<file path="src/rtl/imem_loader.sv">
// Byte-stream loader that writes a framed program image into instruction memory and holds the core
// in reset until the image is complete. Optional trailing XOR checksum: define IMEM_LOADER_CSUM_EN.
module imem_loader #(
    parameter int ADDR_W = 8
) (
    input  logic              clk,
    input  logic              rst,
    input  logic              start,
    input  logic              s_valid,
    input  logic [7:0]        s_data,
    output logic              s_ready,
    output logic              imem_we,
    output logic [ADDR_W-1:0] imem_waddr,
    output logic [31:0]       imem_wdata,
    output logic              core_rst,
    output logic              busy,
    output logic              done,
    output logic              err,
    output logic [15:0]       words_loaded
);

`ifdef IMEM_LOADER_CSUM_EN
    typedef enum logic [2:0] {IDLE, LEN_LO, LEN_HI, DATA, CSUM, DONE, ERR} state_t;
    localparam state_t LAST_ST = CSUM;
`else
    typedef enum logic [2:0] {IDLE, LEN_LO, LEN_HI, DATA, DONE, ERR} state_t;
    localparam state_t LAST_ST = DONE;
`endif

    localparam int unsigned CAPACITY = 2 ** ADDR_W;

    state_t              state_q, state_d;
    logic [15:0]         len_q, len_d;
    logic [1:0]          lane_q, lane_d;
    logic [23:0]         asm_q, asm_d;
    logic                we_q, we_d;
    logic [ADDR_W-1:0]   waddr_q, waddr_d;
    logic [31:0]         wdata_q, wdata_d;
    logic [15:0]         words_q, words_d;
    logic                handshake;
    logic [31:0]         len_full;
`ifdef IMEM_LOADER_CSUM_EN
    logic [7:0]          csum_q, csum_d;
`endif

    // Status outputs are pure decodes of the registered state.
`ifdef IMEM_LOADER_CSUM_EN
    assign s_ready = (state_q inside {LEN_LO, LEN_HI, DATA, CSUM});
`else
    assign s_ready = (state_q inside {LEN_LO, LEN_HI, DATA});
`endif
    assign busy         = s_ready;
    assign core_rst     = (state_q != DONE);
    assign done         = (state_q == DONE);
    assign err          = (state_q == ERR);
    assign imem_we      = we_q;
    assign imem_waddr   = waddr_q;
    assign imem_wdata   = wdata_q;
    assign words_loaded = words_q;

    assign handshake = s_valid && s_ready;
    assign len_full  = {16'd0, s_data, len_q[7:0]};

    always_comb begin
        state_d = state_q;
        len_d   = len_q;
        lane_d  = lane_q;
        asm_d   = asm_q;
        we_d    = 1'b0;
        waddr_d = waddr_q;
        wdata_d = wdata_q;
        words_d = words_q;
`ifdef IMEM_LOADER_CSUM_EN
        csum_d  = handshake ? (csum_q ^ s_data) : csum_q;
`endif
        case (state_q)
            IDLE, DONE, ERR: begin
                if (start) begin
                    state_d = LEN_LO;
                    lane_d  = 2'd0;
                    asm_d   = 24'd0;
                    words_d = 16'd0;
`ifdef IMEM_LOADER_CSUM_EN
                    csum_d  = 8'd0;
`endif
                end
            end
            LEN_LO: begin
                if (handshake) begin
                    len_d[7:0] = s_data;
                    state_d    = LEN_HI;
                end
            end
            LEN_HI: begin
                if (handshake) begin
                    len_d[15:8] = s_data;
                    if (len_full > CAPACITY)
                        state_d = ERR;
                    else if (len_full == 32'd0)
                        state_d = LAST_ST;
                    else
                        state_d = DATA;
                end
            end
            DATA: begin
                // The write and the word count both land one cycle after the fourth byte.
                if (handshake) begin
                    if (lane_q == 2'd3) begin
                        we_d    = 1'b1;
                        waddr_d = words_q[ADDR_W-1:0];
                        wdata_d = {s_data, asm_q};
                        words_d = words_q + 16'd1;
                        lane_d  = 2'd0;
                        if (words_q + 16'd1 == len_q)
                            state_d = LAST_ST;
                    end else begin
                        case (lane_q)
                            2'd0:    asm_d[7:0]   = s_data;
                            2'd1:    asm_d[15:8]  = s_data;
                            default: asm_d[23:16] = s_data;
                        endcase
                        lane_d = lane_q + 2'd1;
                    end
                end
            end
`ifdef IMEM_LOADER_CSUM_EN
            CSUM: begin
                if (handshake)
                    state_d = ((csum_q ^ s_data) == 8'd0) ? DONE : ERR;
            end
`endif
            default: state_d = IDLE;
        endcase
    end

    always_ff @(posedge clk or posedge rst) begin
        if (rst) begin
            state_q <= IDLE;
            len_q   <= 16'd0;
            lane_q  <= 2'd0;
            asm_q   <= 24'd0;
            we_q    <= 1'b0;
            waddr_q <= '0;
            wdata_q <= 32'd0;
            words_q <= 16'd0;
`ifdef IMEM_LOADER_CSUM_EN
            csum_q  <= 8'd0;
`endif
        end else begin
            state_q <= state_d;
            len_q   <= len_d;
            lane_q  <= lane_d;
            asm_q   <= asm_d;
            we_q    <= we_d;
            waddr_q <= waddr_d;
            wdata_q <= wdata_d;
            words_q <= words_d;
`ifdef IMEM_LOADER_CSUM_EN
            csum_q  <= csum_d;
`endif
        end
    end

endmodule

</file>
<file path="config.mk">
export PLATFORM = sky130hd
export DESIGN_NAME = imem_loader
export DESIGN_NICKNAME = d
export VERILOG_FILES = /design/src/rtl/imem_loader.sv
export SDC_FILE = /design/constraint.sdc
export NUM_CORES = 1
export LEC_CHECK = 0
export ABC_CLOCK_PERIOD_IN_PS = 6400
export CAP_MARGIN = 5
export CORE_MARGIN = 5
export CORE_UTILIZATION = 58
export CTS_BUF_LIST = sky130_fd_sc_hd__clkbuf_8 sky130_fd_sc_hd__clkbuf_16
export DETAILED_ROUTE_END_ITERATION = 10
export GPL_TIMING_DRIVEN = 0
export PLACE_DENSITY = 0.85
export SETUP_SLACK_MARGIN = 0.05
export SYNTH_ARGS = -nofsm -noshare
export SYNTH_HDL_FRONTEND = slang
export SYNTH_SLANG_ARGS = --single-unit
export TNS_END_PERCENT = 1
</file>
<file path="constraint.sdc">
create_clock -name clk -period 6.4 [get_ports clk]
set_input_delay 0.96 -clock clk [delete_from_list [all_inputs] [get_ports clk]]
set_output_delay 0.96 -clock clk [all_outputs]
set_load 0.02 [all_outputs]
</file>
==> results of run 1 <==
through the flow:
| step | worst slack, ns | utilization (%) | cells | cell area [um2] | total power [uW] |
|---|---|---|---|---|---|
| after floorplan | 2.765 | - | 506 | 4777 | 1413 |
| after global placement | 1.419 | 69.33 | 684 | 5639 | 1647 |
| after detailed placement | 3.233 | 69.70 | 685 | 5669 | 1688 |
| after CTS | 3.455 | 72.40 | 701 | 5889 | 2118 |
| after global routing | 3.297 | 72.40 | 701 | 5889 | 2246 |
| final | 3.475 | 72.40 | 701 | 5889 | 2109 |
routing by layer:
layer,GRT usage (%),up-vias,part of all wire (%)
met1,33.99,1938,44
li1,-,1880,-
met2,39.19,105,49
met4,7.979,0,1.5
met5,0,-,0
met3,3.737,15,5.1
worst min-delay path by stage:
stage                                           from                    endpoint  slack [ns]  depth (start not counted)
after floorplan                 asm_q[0]$_DFFE_PP0P_   imem_wdata[0]$_DFFE_PP0P_        0.44                          2
after global placement         asm_q[11]$_DFFE_PP0P_  imem_wdata[11]$_DFFE_PP0P_        0.45                          2
after detailed placement  imem_wdata[25]$_DFFE_PP0P_  imem_wdata[25]$_DFFE_PP0P_        0.46                          2
after CTS                  imem_waddr[6]$_DFFE_PP0P_   imem_waddr[6]$_DFFE_PP0P_        0.49                          2
after global routing            asm_q[8]$_DFFE_PP0P_   imem_wdata[8]$_DFFE_PP0P_        0.51                          2
final                      imem_waddr[6]$_DFFE_PP0P_   imem_waddr[6]$_DFFE_PP0P_        0.48                          2
placed cells by master, fill, tap and decap left out, drive strengths merged:
cell,count
nand2,146
dfrtp,102
clkdlybuf4s50,73
o21ai,57
clkbuf,29
inv,19
nand3,16
mux2,16
xnor2,15
nor2,14
buf,13
o31ai,12
a21oi,9
and3,7
nand4,6
nand2b,5
a31oi,5
nor3,5
and2,4
and4,4
xor2,4
ha,4
nor4,4
nor2b,3
mux2i,3
o22ai,3
xnor3,3
clkinv,3
nand3b,2
o211ai,2
and3b,1
o221a,1
o311a,1
or4,1
o32ai,1
a22oi,1
or3b,1
o2bb2ai,1
cells by family (layout without fill, tap and decap cells):
kind of cell,after synthesis,after routing
simple gates,219,219
flops,102,102
compound gates,93,93
buf+inv,47,137
xor+xnor,22,22
mux,19,19
fa+ha+maj,4,4
layout make-up:
cell class	instances	area [um2]
sequential	102	2552
multi-input combinational	357	2034
buffer	32	133.9
clock buffer	9	123.9
timing repair buffer	74	758.2
fill	642	2245
clock inverter	7	96.34
tap	105	131.4
inverter	15	58.81
worst register-to-register path: cells and delay by family (launching register included):
kind | cells | cell delay, ns
and+or+nand+nor | 3 | 1.04
AOI/OAI and AO/OA | 3 | 0.70
adders and majority gates | 1 | 0.33
DFF | 1 | 0.51
flip-flops by register name, summed over array words and instances, names as in the netlist:
signal        count
lane_q            2
imem_we           1
state_q           3
words_loaded     16
len_q            16
asm_q            24
imem_wdata       32
imem_waddr        8
power groups by stage:
stage | sequential (uW) | combinational (uW) | clock, uW
final | 928 | 752 | 430
after global routing | 949 | 829 | 467
after CTS | 926 | 755 | 437
after detailed placement | 940 | 748 | 0
after global placement | 931 | 716 | 0
after floorplan | 969 | 444 | 0
==> results by group, run 1 <==
Detailed routing
  – Vias/cell: 5.618
  – First-pass DRT Iterations: 5
  – WL per Instance: 16.40 um
  – Routed Antenna Nets: 0
  – Post-Route WL: 11.50 mm
  – DR vias: 3938
  – DRC Markers: 0
  – DR iter-0 viols: 230

Pwr
  – Clock share of power: 20.4%
  – P_leak: 0.002716 uW
  – Switching share of power: 37.59%
  – Combinational share of power: 35.6%
  – Max IR drop VDD: 283.7 uV
  – Cell-internal power: 1317 uW
  – Seq pwr share: 44.0%
  – Power Dens Cells: 358.1 nW/um2
  – Sw Pwr: 792.8 uW

Global route
  – Vias in the first global route: 3875
  – First-pass GRT wire length: 19.26 mm
  – Initial antenna violation count: 0
  – Overall routing resource usage: 24.34%
  – Largest net degree at the start of global routing: 62
  – GRT overflow: 0

Critical path
  – Startpoint types: flop
  – Crit path arrival time: 1.96 ns
  – Worst r2r src: words_loaded[0]$_DFFE_PP0P_
  – CP Depth: 5
  – Most frequent cell on the critical path: nand2b_1
  – Worst reg2reg path depth: 7
  – Worst stage delay on the critical path: 0.59 ns
  – Worst R2R Setup Slack: 3.69 ns
  – CP max-delay cell: clkdlybuf4s50_1
  – Worst setup path endpoint: done
  – CP Launch Point: state_q[1]$_DFFE_PP0P_
  – Critical Path RT: 5.44 ns
  – Crit Path Category: flop to output port
  – Critical Path, Cell by Cell: clkbuf_1 > nand2b_1 > nand2b_1 > inv_1 > clkdlybuf4s50_1
  – Worst-path fanout max: 10
  – Largest delay share family, worst path: buffers and inverters
  – Buf/Inv on CP: 3
  – Reg2reg end: state_q[0]$_DFFE_PP0P_
  – CP Capture Type: output port

Synthesis
  – Synth top area cells: dfrtp_1 (53%), nand2_1 (11%), o21ai_0 (5.8%)
  – Count of different cell masters after synthesis: 44
  – Ys flop type: dfrtp_1
  – Share of Yosys cell area claimed by the top area cell type: 53.43%
  – Simple-gate share of the synthesized area: 21.01%
  – Synth cell count leaders: nand2_1 (146), dfrtp_1 (102), o21ai_0 (55), clkbuf_1 (20)
  – Post-synth EDFFs: 0
  – Synthesized area: 4777 um2
  – Count leader, synth: nand2_1
  – Post-synth top area cell: dfrtp_1
  – Post-Synth Adder-Cell Area: 1.048%
  – Sequential fraction of the synthesis area: 53.43%
  – Synthesis Warnings: 0
  – Synth Area in XOR/XNOR: 4.898%
  – Gate Count Post-Synth: 506
  – Syn_area_per_cell: 9.441 um2
  – Synth async-reset ratio: 100.0%
  – Compound-Gate Fraction of Synth Area: 11.24%
  – Largest family of logic cells by synthesized area: simple AND/OR/NAND/NOR gates
  – Mapped Nets: 522
  – Seq cells post-synth: 102
  – Mux contribution to synthesized area: 4.400%

Timing
  – RSZ-0062 raised after global routing: no
  – Worst Max-Slew Pin Slew: 1.275 ns
  – Crit path time final: 2.925 ns
  – Peak Freq: 341.9 MHz
  – Final hold violation count: 0
  – Final Slew Violations: 0
  – Final period util: 45.70%
  – Final setup TNS: 0 ns
  – Rel. slew slack: 14.31%
  – Setup Viol. Count Final: 0
  – Hold Slack: 0.4846 ns
  – Clock Skew: 0.01844 ns

Flow run
  – Max Cap Viol: 0

Clocking
  – Htree depth: 3
  – Clk root buf: clkbuf_8
  – Hold buffer count at cts: 0
  – Cts repair resizes: 0
  – Worst-skew pair later-pin latency: 0.39 ns
  – Bufs on Longest Clock Path: 2
  – TritonCTS Buffers: 9
  – Clock transition at path regs: 0.11 ns
  – Setup Buffers After CTS: 0
  – CTS tree: done
  – Num Clock Sinks: 102

Placed design
  – DP HPWL: 8.393 mm
  – Port buffer count: 73
  – Global placement routability congestion: 0.8708

Die
  – Die Y: 100.8 um
  – Die X: 100.8 um
  – Effective utilization at floorplan: 58.73%
  – Floorplan row count: 33
  – Io pins: 74
  – Die area: 10150 um2
  – Core box area: 8134 um2

Final layout
  – N_diodes: 0
  – Share of cells above drive strength 1: 8.557%
  – Nets@finish: 607
  – Area grow syn2layout: 23.28%

Hold path
  – HP Class: flop to flop

Outcome
  – Status: finished clean
Note: power is estimated with default switching activity, not from simulation.
==> run 2, diff against run 1 <==
--- a/config.mk
+++ b/config.mk
@@ -5,14 +5,14 @@
 export SDC_FILE = /design/constraint.sdc
 export NUM_CORES = 1
 export LEC_CHECK = 0
-export ABC_CLOCK_PERIOD_IN_PS = 6400
+export ABC_CLOCK_PERIOD_IN_PS = 2500
 export CAP_MARGIN = 5
 export CORE_MARGIN = 5
-export CORE_UTILIZATION = 58
+export CORE_UTILIZATION = 49
 export CTS_BUF_LIST = sky130_fd_sc_hd__clkbuf_8 sky130_fd_sc_hd__clkbuf_16
 export DETAILED_ROUTE_END_ITERATION = 10
 export GPL_TIMING_DRIVEN = 0
-export PLACE_DENSITY = 0.85
+export PLACE_DENSITY = 0.77
 export SETUP_SLACK_MARGIN = 0.05
 export SYNTH_ARGS = -nofsm -noshare
 export SYNTH_HDL_FRONTEND = slang
==> constraint.sdc (replaced) <==
create_clock -name clk -period 2.5 [get_ports clk]
set_input_delay 0.375 -clock clk [delete_from_list [all_inputs] [get_ports clk]]
set_output_delay 0.375 -clock clk [all_outputs]
set_load 0.02 [all_outputs]
==> run 2 against run 1 <==
  * Die area rose by 16%
  * Critical endpoint is now state_q[0]$_DFFE_PP0P_
  * Largest power group unchanged
  * Clock power increased by 150%
  * Register-to-register slack got worse by 3.5 ns
==> results by group, run 2 (synthesis results as in run 1) <==
Timing
  – Final period util: 93.68%
  – Final Slew Violations: 0
  – Final hold violation count: 0
  – Hold Slack: 0.4211 ns
  – Peak Freq: 427.0 MHz
  – Rel. slew slack: 17.15%
  – Setup Viol. Count Final: 0
  – Crit path time final: 2.342 ns
  – Final setup TNS: 0 ns
  – Worst Max-Slew Pin Slew: 1.233 ns
  – Clock Skew: 0.01172 ns
  – RSZ-0062 raised after global routing: yes

Clocking
  – Clk root buf: clkbuf_8
  – Bufs on Longest Clock Path: 2
  – Htree depth: 3
  – CTS tree: done
  – Worst-skew pair later-pin latency: 0.38 ns
  – Num Clock Sinks: 102
  – Hold buffer count at cts: 0
  – TritonCTS Buffers: 9
  – Clock transition at path regs: 0.11 ns

Pwr
  – Combinational share of power: 35.2%
  – Sw Pwr: 1971 uW
  – Power Dens Cells: 898.8 nW/um2
  – Switching share of power: 36.68%
  – Seq pwr share: 45.0%
  – Cell-internal power: 3403 uW
  – P_leak: 0.002741 uW
  – Max IR drop VDD: 511.8 uV
  – Clock share of power: 19.8%

Final layout
  – FILL cells: 838
  – Most frequent cells in the layout: nand2_1 (146), dfrtp_1 (98), clkdlybuf4s50_1 (73), o21ai_0 (55)
  – Commonest non-fill, non-tap cell in the layout: nand2_1
  – Share of cells above drive strength 1: 11.20%
  – Fin util: 62.03%
  – N_diodes: 0
  – Nets@finish: 609
  – Largest register FFs: 32
  – Area grow syn2layout: 25.17%

Critical path
  – Buf/Inv on CP: 1
  – Worst-path fanout max: 10
  – Worst stage delay on the critical path: 0.54 ns
  – CP Capture Type: flop
  – Critical Path, Cell by Cell: clkbuf_4 > xnor3_1 > and4_1 > o211ai_1 > or4_4 > o31ai_4 > o211ai_1
  – Startpoint types: flop
  – Crit Path Category: flop to flop
  – CP max-delay cell: or4_4
  – Critical Path RT: 2.75 ns
  – Largest delay share family, worst path: simple AND/OR/NAND/NOR gates
  – Most frequent cell on the critical path: o211ai_1
  – Crit path arrival time: 2.59 ns

Outcome
  – Status: finished clean

Global route
  – Vias in the first global route: 3773
  – Overall routing resource usage: 20.41%
  – Initial antenna violation count: 0
  – First-pass GRT wire length: 19.06 mm
  – GRT overflow: 0
  – Largest net degree at the start of global routing: 40

Die
  – Core box area: 9639 um2
  – Die Y: 108.7 um
  – Die X: 108.7 um
  – Io pins: 74
  – Effective utilization at floorplan: 49.56%
  – Floorplan row count: 36
  – Die area: 11820 um2

Detailed routing
  – Routed Antenna Nets: 0
  – DR iter-0 viols: 256
  – DR vias: 3936
  – WL per Instance: 15.78 um
  – First-pass DRT Iterations: 4
  – Post-Route WL: 11.53 mm
  – Vias/cell: 5.384
  – DRC Markers: 0

Placed design
  – DP HPWL: 8.294 mm
  – Global placement routability congestion: 0.8677
  – Port buffer count: 73

Flow run
  – Max Cap Viol: 0

Hold path
  – HP Class: input pin to asynchronous set/reset pin
-- run 2: cell count changes in the layout (fill, tap and decap cells not counted), moves of 2 or more --
| cell | change |
|---|---|
| buf_1 | -2 |
| clkbuf_8 | +2 |
| clkbuf_4 | +3 |
| dfrtp_1 | -4 |
| buf_4 | +5 |
| dfrtp_2 | +4 |
| clkbuf_1 | -7 |
| clkinvlp_4 | +2 |
| clkinv_8 | -3 |
| clkbuf_2 | +3 |
| buf_12 | +2 |
-- run 2: final cells by class --
type / instances / area [um2] / share of cell area, %
Inverter: 15 / 60.06 / 1.004
Clock buffer: 11 / 151.4 / 2.532
Tap cell: 133 / 166.4 / 2.783
Clock inverter: 5 / 47.55 / 0.7951
Sequential cell: 102 / 2557 / 42.77
Timing Repair Buffer: 79 / 800.8 / 13.39
Buffer: 29 / 140.1 / 2.344
Multi-Input combinational cell: 357 / 2056 / 34.38
-- run 2: metrics by stage --
stage	cell area, um2	total power, uW	cells	setup slack [ns]
3_3_place_gp	5678	4234	712	-0.09471
6_report	5979	5374	731	0.1580
3_5_place_dp	5718	4320	714	-0.1579
5_1_grt	5979	5706	731	0.04835
4_1_cts	5936	5381	730	0.05621
2_1_floorplan	4781	3619	506	0.1284
-- run 2: per-layer routing --
metal	global-route usage (%)	share of wire, %	up-vias
met5	0	0	-
met4	6.492	1.7	0
met3	3.493	5.1	17
met2	31.77	47	111
met1	29.29	47	1930
li1	-	-	1878
-- run 2: power by group through the flow --
stage / Clock (uW) / Combinational [uW] / Sequential (uW)
5_1_grt: 1150 / 2080 / 2480
3_3_place_gp: 0 / 1840 / 2390
3_5_place_dp: 0 / 1910 / 2410
2_1_floorplan: 0 / 1140 / 2480
6_report: 1060 / 1890 / 2420
4_1_cts: 1070 / 1930 / 2380
-- run 2: worst paths after layout --
kind / startpoint / end / slack [ns] / cells after the start
max: words_loaded[2]$_DFFE_PP0P_ / state_q[0]$_DFFE_PP0P_ / 0.16 / 7
min: rst / imem_wdata[5]$_DFFE_PP0P_ / 0.42 / 2
max reg2reg: words_loaded[2]$_DFFE_PP0P_ / state_q[0]$_DFFE_PP0P_ / 0.16 / 7
min reg2reg: asm_q[10]$_DFFE_PP0P_ / imem_wdata[10]$_DFFE_PP0P_ / 0.48 / 2
max in group asynchronous: rst / state_q[0]$_DFFE_PP0P_ / 1.45 / 3
min in group clk: asm_q[10]$_DFFE_PP0P_ / imem_wdata[10]$_DFFE_PP0P_ / 0.48 / 2
-- run 2: what timing repair did --
item,CTS,global route
endpoints found under the setup margin,34,76
gates resized for setup,8,12
pin swaps,0,2
setup buffers,0,4
==> run 3, diff against run 2 <==
--- a/config.mk
+++ b/config.mk
@@ -6,12 +6,9 @@
 export NUM_CORES = 1
 export LEC_CHECK = 0
 export ABC_CLOCK_PERIOD_IN_PS = 2500
-export CAP_MARGIN = 5
-export CORE_MARGIN = 5
 export CORE_UTILIZATION = 49
 export CTS_BUF_LIST = sky130_fd_sc_hd__clkbuf_8 sky130_fd_sc_hd__clkbuf_16
 export DETAILED_ROUTE_END_ITERATION = 10
-export GPL_TIMING_DRIVEN = 0
 export PLACE_DENSITY = 0.77
 export SETUP_SLACK_MARGIN = 0.05
 export SYNTH_ARGS = -nofsm -noshare
==> run 3 against run 2 <==
  * Sequential share of layout area shrank 0.26 points
  * Total power increased by 3.1%
  * Sequential power about the same
  * Die area shrank 14%
  * Global-route usage is 3.6 points higher
  * Cell area up 0.52%
  * Core utilization increased by 2.4 points
  * Sequential cell count is the same
  * Non-clock buffer count decreased by 9
  * Routed wire length down 2.5%
  * Worst setup slack improved by 0.035 ns
  * Largest power group unchanged
==> results by group, run 3 (synthesis results as in run 1) <==
Placed design
  – DP HPWL: 7.743 mm
  – Port buffer count: 73
  – Global placement routability congestion: 0.8825
  – Place WS: -0.0005871 ns

Detailed routing
  – DR vias: 3912
  – First-pass DRT Iterations: 4
  – Post-Route WL: 11.25 mm
  – Routed Antenna Nets: 0
  – DRC Markers: 0
  – WL per Instance: 15.67 um
  – DR iter-0 viols: 192
  – Vias/cell: 5.448

Die
  – Die X: 100.7 um
  – Die area: 10150 um2
  – Core box area: 9328 um2
  – Effective utilization at floorplan: 51.21%
  – Floorplan row count: 35
  – Die Y: 100.7 um
  – Io pins: 74

Pwr
  – Power Dens Cells: 921.8 nW/um2
  – Overall power: 5541 uW
  – P_leak: 0.002762 uW
  – Max IR drop VDD: 729.9 uV

Clocking
  – Hold buffer count at cts: 0
  – Clock transition at path regs: 0.10 ns
  – Worst-skew pair later-pin latency: 0.38 ns
  – Bufs on Longest Clock Path: 2
  – Num Clock Sinks: 102
  – Htree depth: 3
  – Clk root buf: clkbuf_8
  – TritonCTS Buffers: 9
  – CTS tree: done

Global route
  – GRT overflow: 0
  – Initial antenna violation count: 0
  – Largest net degree at the start of global routing: 103
  – Overall routing resource usage: 24.03%
  – First-pass GRT wire length: 18.65 mm
  – Vias in the first global route: 3786

Critical path
  – CP Launch Point: words_loaded[1]$_DFFE_PP0P_
  – CP max-delay cell: or4_4
  – Crit path arrival time: 2.54 ns
  – CP Capture Type: flop
  – Worst r2r src: words_loaded[1]$_DFFE_PP0P_
  – Worst R2R Setup Slack: 0.19 ns
  – Startpoint types: flop
  – Reg2reg end: state_q[0]$_DFFE_PP0P_
  – Worst reg2reg path depth: 7
  – Worst stage delay on the critical path: 0.50 ns
  – Worst-path fanout max: 7
  – Crit Path Category: flop to flop
  – Critical Path, Cell by Cell: ha_4 > nand3_2 > nor4_4 > xnor2_1 > or4_4 > o31ai_4 > o211ai_1
  – Critical Path RT: 2.74 ns

Timing
  – Final Slew Violations: 0
  – Final hold violation count: 0
  – Peak Freq: 433.4 MHz
  – Final WS setup: 0.1927 ns
  – RSZ-0062 raised after global routing: no
  – Clock Skew: 0.01507 ns
  – Hold Slack: 0.4802 ns
  – Worst Max-Slew Pin Slew: 1.054 ns
  – Rel. slew slack: 29.27%
  – Crit path time final: 2.307 ns
  – Final period util: 92.29%
  – Setup Viol. Count Final: 0

Hold path
  – HP Class: flop to flop
  – Hold Startpoint: imem_waddr[1]$_DFFE_PP0P_
  – Hold endpoint: imem_waddr[1]$_DFFE_PP0P_
  – Cell depth of the worst hold path: 2

Flow run
  – Max Cap Viol: 0

Final layout
  – Largest register FFs: 32
  – Most frequent cells in the layout: nand2_1 (146), dfrtp_1 (100), clkdlybuf4s50_1 (73), o21ai_0 (55), buf_4 (25)
  – Share of cells above drive strength 1: 12.22%
  – Commonest non-fill, non-tap cell in the layout: nand2_1
  – N_diodes: 0
  – Nets@finish: 600
  – Area grow syn2layout: 25.82%

Outcome
  – Status: finished clean
run 3: cell types whose count changed in the layout (fill, tap and decap cells not counted), moves of 3 or more:
cell | before | now
clkbuf_1 | 13 | 0
clkbuf_4 | 3 | 0
clkbuf_2 | 3 | 0
clkinv_4 | 0 | 3
buf_4 | 6 | 25
buf_2 | 7 | 0
run 3: what timing repair did:
item	CTS	global route
pin swaps	0	1
resized for setup	2	4
gates cloned	0	0
endpoints found under the setup margin	2	2
buffers inserted	0	1
run 3: report_power, final:
part,leakage [uW],switching (uW),internal [uW]
registers,0.00137,349,2100
clock network,0.000116,607,580
logic,0.00128,1020,883
run 3: area by class of cell:
class	instances	area, um2
Clock buffer	9	123.9
Clock inverter	7	106.4
Fill cell	747	3317
Inverter	15	60.06
Multi-Input combinational cell	357	2066
Sequential cell	102	2555
Tap cell	129	161.4
Timing Repair Buffer	99	938.4
run 3: per-stage QoR:
| step | util, % | std cells | cell area, um2 | setup TNS [ns] |
|---|---|---|---|---|
| 2_1_floorplan | - | 506 | 4781 | 0 |
| 3_3_place_gp | 61.58 | 701 | 5744 | 0 |
| 3_5_place_dp | 61.58 | 701 | 5744 | -0.0005871 |
| 4_1_cts | 64.17 | 717 | 5986 | 0 |
| 5_1_grt | 64.44 | 718 | 6011 | 0 |
| 6_report | 64.44 | 718 | 6011 | 0 |
run 3: layer usage:
| layer | global-route usage (%) | part of all wire [%] | vias to the layer above |
|---|---|---|---|
| li1 | - | - | 1864 |
| met1 | 32.33 | 45 | 1886 |
| met2 | 38.25 | 47 | 129 |
| met3 | 3.814 | 4.9 | 33 |
| met4 | 11.59 | 3.7 | 0 |
| met5 | 0 | 0 | - |
run 3: how the worst max path moves through the flow:
| stage | to | cells past startpoint |
|---|---|---|
| after floorplan | state_q[0]$_DFFE_PP0P_ | 8 |
| final | state_q[0]$_DFFE_PP0P_ | 7 |
| after global routing | state_q[0]$_DFFE_PP0P_ | 7 |
| after detailed placement | state_q[0]$_DFFE_PP0P_ | 7 |
| after CTS | state_q[0]$_DFFE_PP0P_ | 7 |
| after global placement | state_q[0]$_DFFE_PP0P_ | 7 |
run 3: worst max-delay path: cells and delay by family (launching register included):
kind                     cells  cell delay (ns)
AND/OR/NAND/NOR              3             0.99
adder cells (fa/ha/maj)      1             0.19
AO/OA/AOI/OAI                2             0.44
flip-flops                   1             0.43
XOR/XNOR                     1             0.12
